[src/rtl/tm1638_scan_controller_if.sv]
// Purpose: client-side request/frame bus and display-side scan outputs of the TM1638 scan controller.
// Latency: none; pure signal bundle.
// Backpressure: req_* are level requests held by the client until its gnt_* pulse is seen.
interface tm1638_scan_controller_if #(
    parameter int w_digit = 8
);
    logic                   req_a;
    logic                   req_b;
    logic [8*w_digit-1:0]   frame_a;
    logic [8*w_digit-1:0]   frame_b;
    logic                   gnt_a;
    logic                   gnt_b;
    logic [7:0]             hgfedcba;
    logic [w_digit-1:0]     digit;
    logic                   busy;
    logic                   frame_done;

    // Client / stimulus side: issues requests and frames, observes grants and scan outputs.
    modport master (
        output req_a, req_b, frame_a, frame_b,
        input  gnt_a, gnt_b, hgfedcba, digit, busy, frame_done
    );

    // Controller side.
    modport slave (
        input  req_a, req_b, frame_a, frame_b,
        output gnt_a, gnt_b, hgfedcba, digit, busy, frame_done
    );
endinterface

[src/rtl/tm1638_scan_controller.sv]
// Purpose: two-client round-robin frame loader and multiplexed digit scanner (macro TM1638_SCAN_BLANK_EN adds inter-digit blanking).
// Latency: grant 1 cycle after a request seen in IDLE; first digit driven the cycle after the grant.
// Backpressure: requests are held by clients and served only at frame boundaries; scanning never stalls.
module tm1638_scan_controller #(
    parameter int w_digit      = 8,
    parameter int dwell_cycles = 1000,
    parameter int blank_cycles = 16
) (
    input  logic                   clk,
    input  logic                   rst,
    tm1638_scan_controller_if.slave bus
);
    localparam int IW = (w_digit > 1) ? $clog2(w_digit) : 1;
    localparam int DW = (dwell_cycles > 1) ? $clog2(dwell_cycles) : 1;
    localparam logic [IW-1:0]      LAST_IDX   = IW'(w_digit - 1);
    localparam logic [DW-1:0]      DWELL_LAST = DW'(dwell_cycles - 1);
    localparam logic [w_digit-1:0] DIGIT_ONE  = w_digit'(1);
`ifdef TM1638_SCAN_BLANK_EN
    localparam int BW = (blank_cycles > 1) ? $clog2(blank_cycles) : 1;
    localparam logic [BW-1:0]      BLANK_LAST = BW'(blank_cycles - 1);
`endif

    // Both timing parameters are counts of whole cycles; zero would make a phase vanish.
    if (dwell_cycles < 1 || blank_cycles < 1) begin : g_param_check
        $error("tm1638_scan_controller: dwell_cycles and blank_cycles must be >= 1");
    end

    typedef enum logic [1:0] {
        ST_IDLE  = 2'd0,
        ST_LOAD  = 2'd1,
        ST_DRIVE = 2'd2,
        ST_BLANK = 2'd3
    } state_t;

    state_t                 state_q, state_d;
    logic [IW-1:0]          idx_q, idx_d;
    logic [DW-1:0]          dcnt_q, dcnt_d;
`ifdef TM1638_SCAN_BLANK_EN
    logic [BW-1:0]          bcnt_q, bcnt_d;
`endif
    logic [8*w_digit-1:0]   frame_q, frame_d;
    logic                   rr_b_q, rr_b_d;          // 1: client B wins the next tie
    logic                   gnt_a_q, gnt_a_d;
    logic                   gnt_b_q, gnt_b_d;
    logic                   frame_done_q, frame_done_d;
    logic [w_digit-1:0]     digit_q, digit_d;
    logic [7:0]             hgfedcba_q, hgfedcba_d;
    logic                   busy_q, busy_d;

    logic any_req;
    logic win_a;
    logic start_load;
    logic step_done;

    assign any_req = bus.req_a | bus.req_b;
    // A wins unless B is also asking and it is B's turn.
    assign win_a   = bus.req_a & ~(bus.req_b & rr_b_q);

    // Next-state, counters, frame latch and arbitration; outputs are derived from the next state
    // so every output leaves a flop.
    always_comb begin
        state_d      = state_q;
        idx_d        = idx_q;
        dcnt_d       = dcnt_q;
`ifdef TM1638_SCAN_BLANK_EN
        bcnt_d       = bcnt_q;
`endif
        frame_d      = frame_q;
        rr_b_d       = rr_b_q;
        gnt_a_d      = 1'b0;
        gnt_b_d      = 1'b0;
        frame_done_d = 1'b0;
        start_load   = 1'b0;
        step_done    = 1'b0;

        case (state_q)
            ST_IDLE: begin
                start_load = any_req;
            end
            ST_LOAD: begin
                // The winner holds its frame until it has seen gnt, so it is stable on this edge.
                frame_d = gnt_a_q ? bus.frame_a : bus.frame_b;
                idx_d   = '0;
                dcnt_d  = '0;
                state_d = ST_DRIVE;
            end
            ST_DRIVE: begin
                if (dcnt_q == DWELL_LAST) begin
                    dcnt_d = '0;
`ifdef TM1638_SCAN_BLANK_EN
                    bcnt_d  = '0;
                    state_d = ST_BLANK;
`else
                    step_done = 1'b1;
`endif
                end else begin
                    dcnt_d = dcnt_q + 1'b1;
                end
            end
`ifdef TM1638_SCAN_BLANK_EN
            ST_BLANK: begin
                if (bcnt_q == BLANK_LAST) begin
                    bcnt_d    = '0;
                    step_done = 1'b1;
                end else begin
                    bcnt_d = bcnt_q + 1'b1;
                end
            end
`endif
            default: begin
                state_d = ST_IDLE;
            end
        endcase

        // End of one digit slot: next digit, or frame boundary where pending requests are served.
        if (step_done) begin
            if (idx_q != LAST_IDX) begin
                idx_d   = idx_q + 1'b1;
                state_d = ST_DRIVE;
            end else begin
                frame_done_d = 1'b1;
                if (any_req) begin
                    start_load = 1'b1;
                end else begin
                    idx_d   = '0;
                    state_d = ST_DRIVE;
                end
            end
        end

        if (start_load) begin
            state_d = ST_LOAD;
            gnt_a_d = win_a;
            gnt_b_d = ~win_a;
            rr_b_d  = win_a;
        end

        busy_d     = (state_d != ST_IDLE);
        digit_d    = (state_d == ST_DRIVE) ? (DIGIT_ONE << idx_d) : '0;
        hgfedcba_d = (state_d == ST_DRIVE) ? frame_d[{idx_d, 3'b000} +: 8] : 8'h00;
    end

    // State and registered outputs; reset parks everything in IDLE with A holding priority.
    always_ff @(posedge clk or negedge rst) begin
        if (!rst) begin
            state_q      <= ST_IDLE;
            idx_q        <= '0;
            dcnt_q       <= '0;
`ifdef TM1638_SCAN_BLANK_EN
            bcnt_q       <= '0;
`endif
            frame_q      <= '0;
            rr_b_q       <= 1'b0;
            gnt_a_q      <= 1'b0;
            gnt_b_q      <= 1'b0;
            frame_done_q <= 1'b0;
            digit_q      <= '0;
            hgfedcba_q   <= 8'h00;
            busy_q       <= 1'b0;
        end else begin
            state_q      <= state_d;
            idx_q        <= idx_d;
            dcnt_q       <= dcnt_d;
`ifdef TM1638_SCAN_BLANK_EN
            bcnt_q       <= bcnt_d;
`endif
            frame_q      <= frame_d;
            rr_b_q       <= rr_b_d;
            gnt_a_q      <= gnt_a_d;
            gnt_b_q      <= gnt_b_d;
            frame_done_q <= frame_done_d;
            digit_q      <= digit_d;
            hgfedcba_q   <= hgfedcba_d;
            busy_q       <= busy_d;
        end
    end

    assign bus.gnt_a      = gnt_a_q;
    assign bus.gnt_b      = gnt_b_q;
    assign bus.frame_done = frame_done_q;
    assign bus.digit      = digit_q;
    assign bus.hgfedcba   = hgfedcba_q;
    assign bus.busy       = busy_q;

endmodule

[src/flat_wrapper.sv]
// flat-port wrapper written by rule: the top's interface ports become plain ports
module tm1638_scan_controller_flat 
#(
    parameter int w_digit      = 8,
    parameter int dwell_cycles = 1000,
    parameter int blank_cycles = 16
)
  (clk, rst, bus_req_a, bus_req_b, bus_frame_a, bus_frame_b, bus_gnt_a, bus_gnt_b, bus_hgfedcba, bus_digit, bus_busy, bus_frame_done);
  tm1638_scan_controller_if #(.w_digit(w_digit)) bus_i ();
  input  logic clk;
  input  logic rst;
  input wire logic [$bits(bus_i.req_a)-1:0] bus_req_a;
  input wire logic [$bits(bus_i.req_b)-1:0] bus_req_b;
  input wire logic [$bits(bus_i.frame_a)-1:0] bus_frame_a;
  input wire logic [$bits(bus_i.frame_b)-1:0] bus_frame_b;
  output wire logic [$bits(bus_i.gnt_a)-1:0] bus_gnt_a;
  output wire logic [$bits(bus_i.gnt_b)-1:0] bus_gnt_b;
  output wire logic [$bits(bus_i.hgfedcba)-1:0] bus_hgfedcba;
  output wire logic [$bits(bus_i.digit)-1:0] bus_digit;
  output wire logic [$bits(bus_i.busy)-1:0] bus_busy;
  output wire logic [$bits(bus_i.frame_done)-1:0] bus_frame_done;
  assign bus_i.req_a = bus_req_a;
  assign bus_i.req_b = bus_req_b;
  assign bus_i.frame_a = bus_frame_a;
  assign bus_i.frame_b = bus_frame_b;
  assign bus_gnt_a = bus_i.gnt_a;
  assign bus_gnt_b = bus_i.gnt_b;
  assign bus_hgfedcba = bus_i.hgfedcba;
  assign bus_digit = bus_i.digit;
  assign bus_busy = bus_i.busy;
  assign bus_frame_done = bus_i.frame_done;
  tm1638_scan_controller #(.w_digit(w_digit), .dwell_cycles(dwell_cycles), .blank_cycles(blank_cycles)) u_core (.clk(clk), .rst(rst), .bus(bus_i));
endmodule
[config.mk]
export PLATFORM = sky130hd
export DESIGN_NAME = tm1638_scan_controller_flat
export DESIGN_NICKNAME = d
export VERILOG_FILES = /design/src/rtl/tm1638_scan_controller_if.sv /design/src/rtl/tm1638_scan_controller.sv /design/src/flat_wrapper.sv
export SDC_FILE = /design/constraint.sdc
export NUM_CORES = 1
export LEC_CHECK = 0
export BUFFER_PORTS_ARGS = -buffer_cell sky130_fd_sc_hd__buf_4
export CORE_MARGIN = 4
export CORE_UTILIZATION = 47
export CTS_CLUSTER_DIAMETER = 50
export DETAILED_ROUTE_END_ITERATION = 7
export PLACE_DENSITY = 0.86
export SYNTH_ARGS = -nofsm -noshare
export SYNTH_HDL_FRONTEND = slang
export SYNTH_SLANG_ARGS = --single-unit
[constraint.sdc]
create_clock -name clk -period 2.3 [get_ports clk]
set_clock_uncertainty 0.15 [all_clocks]
set_input_delay 0.46 -clock clk [delete_from_list [all_inputs] [get_ports clk]]
set_output_delay 0.46 -clock clk [all_outputs]
set_load 0.01 [all_outputs]
==> results by group <==
Status
  – Status: complete, but fails checks
  – Failing checks: negative setup slack

Worst setup path
  – CP Capture Type: flop
  – Critical path type: reg2reg
  – Startpoint Class: flop
  – Crit-path max FO: 19
  – Worst R2R Path Depth: 8
  – Critical Path RT: between 2000 and 2500 ps
  – Worst EP arrival: 2490 ps
  – Reg2Reg Setup Slack: -110 ps
  – R2r startpoint: u_core.dcnt_q[0]$_DFFE_PN0P_
  – Worst r2r dst: u_core.bus.hgfedcba[3]$_DFF_PN0_

Power and ir drop
  – PwrDens: 1070 nW/um^2
  – Power consumption: 7.91 mW
  – Leak: roughly 3.3 nW
  – Max VDD drop: between 0.5 and 0.6 mV

Routing
  – Via Count: approximately 4700
  – WL final: about 15000 microns
  – # DRC: 0
  – Wire per inst: approximately 18 microns
  – Vias/cell: between 5 and 6
  – DRT Pass-1 Iters: 5
  – Initial DRC count: around 260
  – ANT nets after route: 0

STA
  – Relative slew slack: 0.677
  – Post-layout min period: 2410 ps
  – Slew of the pin with the lowest slew margin: 485 ps
  – RSZ-0062 raised after global routing: yes
  – Final Hold Slack: between 100 and 150 ps
  – Period Utilization, post-route: 1.05
  – Setup ws final: -107 ps
  – Peak Freq: just over 0.4 GHz
  – # setup viols final: 8
  – Max Slew Vio Count: 0
  – Hold Vio Cnt, Final: 0

Global route
  – Initial antenna violation count: 0
  – Total track usage: 0.228
  – Grt ovf: 0
  – Vias in the first global route: between 4000 and 5000
  – First-pass GRT wire length: 23400 microns
  – Pin count of the biggest net entering global routing: 43

Layout
  – Nets: between 800 and 900
  – Ant. Diodes: 0
  – Fin util: 0.682
  – Area delta synth->final: 41.4%
  – Share of layout cells above drive strength 1: 0.412
  – Post-Layout Cell Count: about 830

Logic synthesis
  – Cell taking the most area after synthesis: dfrtp_1
  – FF+latch count, synth: 100
  – Ys Warns: 0
  – Ys async rst share: 1.00
  – Yosys top cell area share: 0.479
  – Number of synthesized flops with an enable pin: 0
  – Mapped Area: between 5000 and 6000 sq um
  – Synth unique cells: between 40 and 50
  – Main area contributors after synthesis: dfrtp_1 48%, mux2i_1 12%, a21oi_1 6.7%, nor2_1 5.3%, o32ai_2 3.7%
  – Mapped Avg Cell Area: ~10 sq um
  – Top FF cell, synth: dfrtp_1
  – Gate Count Post-Synth: just over 500
  – Register area share after synthesis: 0.479
  – Post-Syn Nets: 649

Clock tree
  – Sink Count: 100
  – Clk root buf: clkbuf_8
  – CTS tree: done
  – CTS buffer count: 9
  – CTS H-tree lvls: 3
  – Clock Path Buffers: 2
  – Worst skew pair latency: between 300 and 400 ps
  – Clk slew on worst S/H paths: 100 ps

Worst hold path
  – Worst hold path stage count: 2
  – HP Start: bus_req_a
  – Hold Path End: u_core.bus.gnt_b$_DFF_PN0_
  – Hold crit path type: in2reg

Place
  – Buffers on Ports: 151
  – Placed cells: approximately 800
  – GPL Wtd Cong: about 0.9
  – Detailed Place HPWL: around 11000 microns

Floorplanning
  – Core area: 10800 sq um
  – Row count: 38
  – Starting density of the core: 0.482
  – Die W: 113 microns
  – Die Ht: roughly 110 microns
  – Die area: between 10000 and 15000 sq um
  – I/O pin count: 152

Run
  – Max_cap viols: 0
[sequential cells by signal, indices dropped and copies added, names as in the netlist]
register / flops
u_core.bus.gnt_a: 1
u_core.bus.hgfedcba: 8
u_core.bus.frame_done: 1
u_core.rr_b_q: 1
u_core.bus.gnt_b: 1
u_core.bus.digit: 8
u_core.bus.busy: 1
u_core.dcnt_q: 10
u_core.frame_q: 64
u_core.idx_q: 3
u_core.state_q: 2
[placed cells by master (no fill, tap or decap), types with 2 or more instances in the layout]
cell type	count
o32ai_4	3
a211oi_1	5
nand3_1	9
nor2_1	72
inv_6	2
a21boi_0	7
ha_1	2
o21ai_0	5
clkbuf_16	2
and3_1	17
xor2_1	2
nor3_2	4
a21oi_1	63
o32ai_2	13
o2bb2ai_1	3
buf_4	186
xnor2_1	2
mux2i_1	65
ha_2	2
dfrtp_1	99
a211oi_2	10
a21boi_1	14
nand2_1	8
clkinv_2	2
clkbuf_8	9
a21oi_2	8
and3_4	2
ha_4	3
a311o_1	8
nand2b_1	2
a21boi_2	3
nor3_1	6
inv_1	4
buf_12	9
inv_2	2
[report_power, final]
part / total (mW) / switching (mW) / internal, mW / leakage, nW
Combinational: 4.12 / 2.26 / 1.85 / 1.99
Clock: 1.12 / 0.615 / 0.509 / 0.100
Sequential: 2.67 / 0.235 / 2.43 / 1.18
[cell families (layout without fill, tap and decap cells)]
group | after synthesis | in the layout | synth area share
xor+xnor | 4 | 4 | 0.00670
fa+ha+maj | 7 | 7 | 0.0167
mux | 65 | 65 | 0.124
buf+inv | 49 | 224 | 0.0455
compound gates | 148 | 148 | 0.203
flops | 100 | 100 | 0.479
simple gates | 137 | 137 | 0.125
[metal layers]
layer / up-vias / wire length (microns) / global-route usage
met2: 196 / 7090 / 0.355
met5: - / 0 / 0
li1: 2191 / - / -
met3: 36 / 1030 / 0.0419
met4: 0 / 456 / 0.0881
met1: 2246 / 6480 / 0.317
[critical path, cell delays in order, from the launching register on]
cell and delay, ps:
dfrtp_1 400, ha_2 200, and4_4 180, and3_4 190, a211o_4 370, clkbuf_16 180
and3_4 160, o32ai_4 320, o32ai_2 120
[layout make-up]
type | count | area (sq um)
well taps | 140 | 175
inverters | 8 | 40.0
fillers | 803 | 3450
clock inverters | 7 | 73.8
repair buffers | 200 | 1700
clock buffers | 9 | 124
multi-input cells | 361 | 2780
flip-flops and latches | 100 | 2510
[repair_timing]
item | in CTS | in global routing
pin swaps | 5 | 6
endpoints found under the setup margin | 14 | 20
cloned | 1 | 2
gates resized for setup | 23 | 41
hold buffers | 1 | 0
hold endpoints to repair | 34 | 0
buffers inserted | 0 | 2
[worst max path at each step]
stage	start	to	slack, ps	cells past startpoint
4_1_cts	u_core.state_q[0]$_DFF_PN0_	u_core.bus.hgfedcba[6]$_DFF_PN0_	-70	10
5_1_grt	u_core.idx_q[0]$_DFF_PN0_	u_core.bus.hgfedcba[7]$_DFF_PN0_	-170	9
3_5_place_dp	u_core.idx_q[1]$_DFF_PN0_	u_core.bus.hgfedcba[6]$_DFF_PN0_	-210	9
6_report	u_core.dcnt_q[0]$_DFFE_PN0P_	u_core.bus.hgfedcba[3]$_DFF_PN0_	-110	8
3_3_place_gp	u_core.idx_q[0]$_DFF_PN0_	u_core.bus.hgfedcba[6]$_DFF_PN0_	-130	9
2_1_floorplan	u_core.idx_q[0]$_DFF_PN0_	u_core.bus.hgfedcba[1]$_DFF_PN0_	-90	9
[synth_stat cells, types with 5 or more instances]
cell type and instances:
a211oi_1 16, a21boi_0 18, a21boi_1 6, a21oi_1 70, a311o_1 8, and3_1 19, buf_1 6, buf_2 18
clkbuf_1 12, dfrtp_1 100, ha_1 7, inv_1 5, mux2i_1 65, nand2_1 9, nand3_1 10, nor2_1 74
nor3_1 10, o21ai_0 5, o32ai_2 12
[stage by stage]
| step | setup WS, ps | TNS (ps) | instance area (sq um) |
|---|---|---|---|
| final | -107 | -523 | 7390 |
| after global routing | -175 | -1250 | 7390 |
| after CTS | -71.3 | -303 | 7160 |
| after detailed placement | -214 | -995 | 6820 |
| after global placement | -128 | -490 | 6820 |
| after floorplan | -87.0 | -668 | 5250 |
Note: power is estimated with default switching activity, not from simulation.
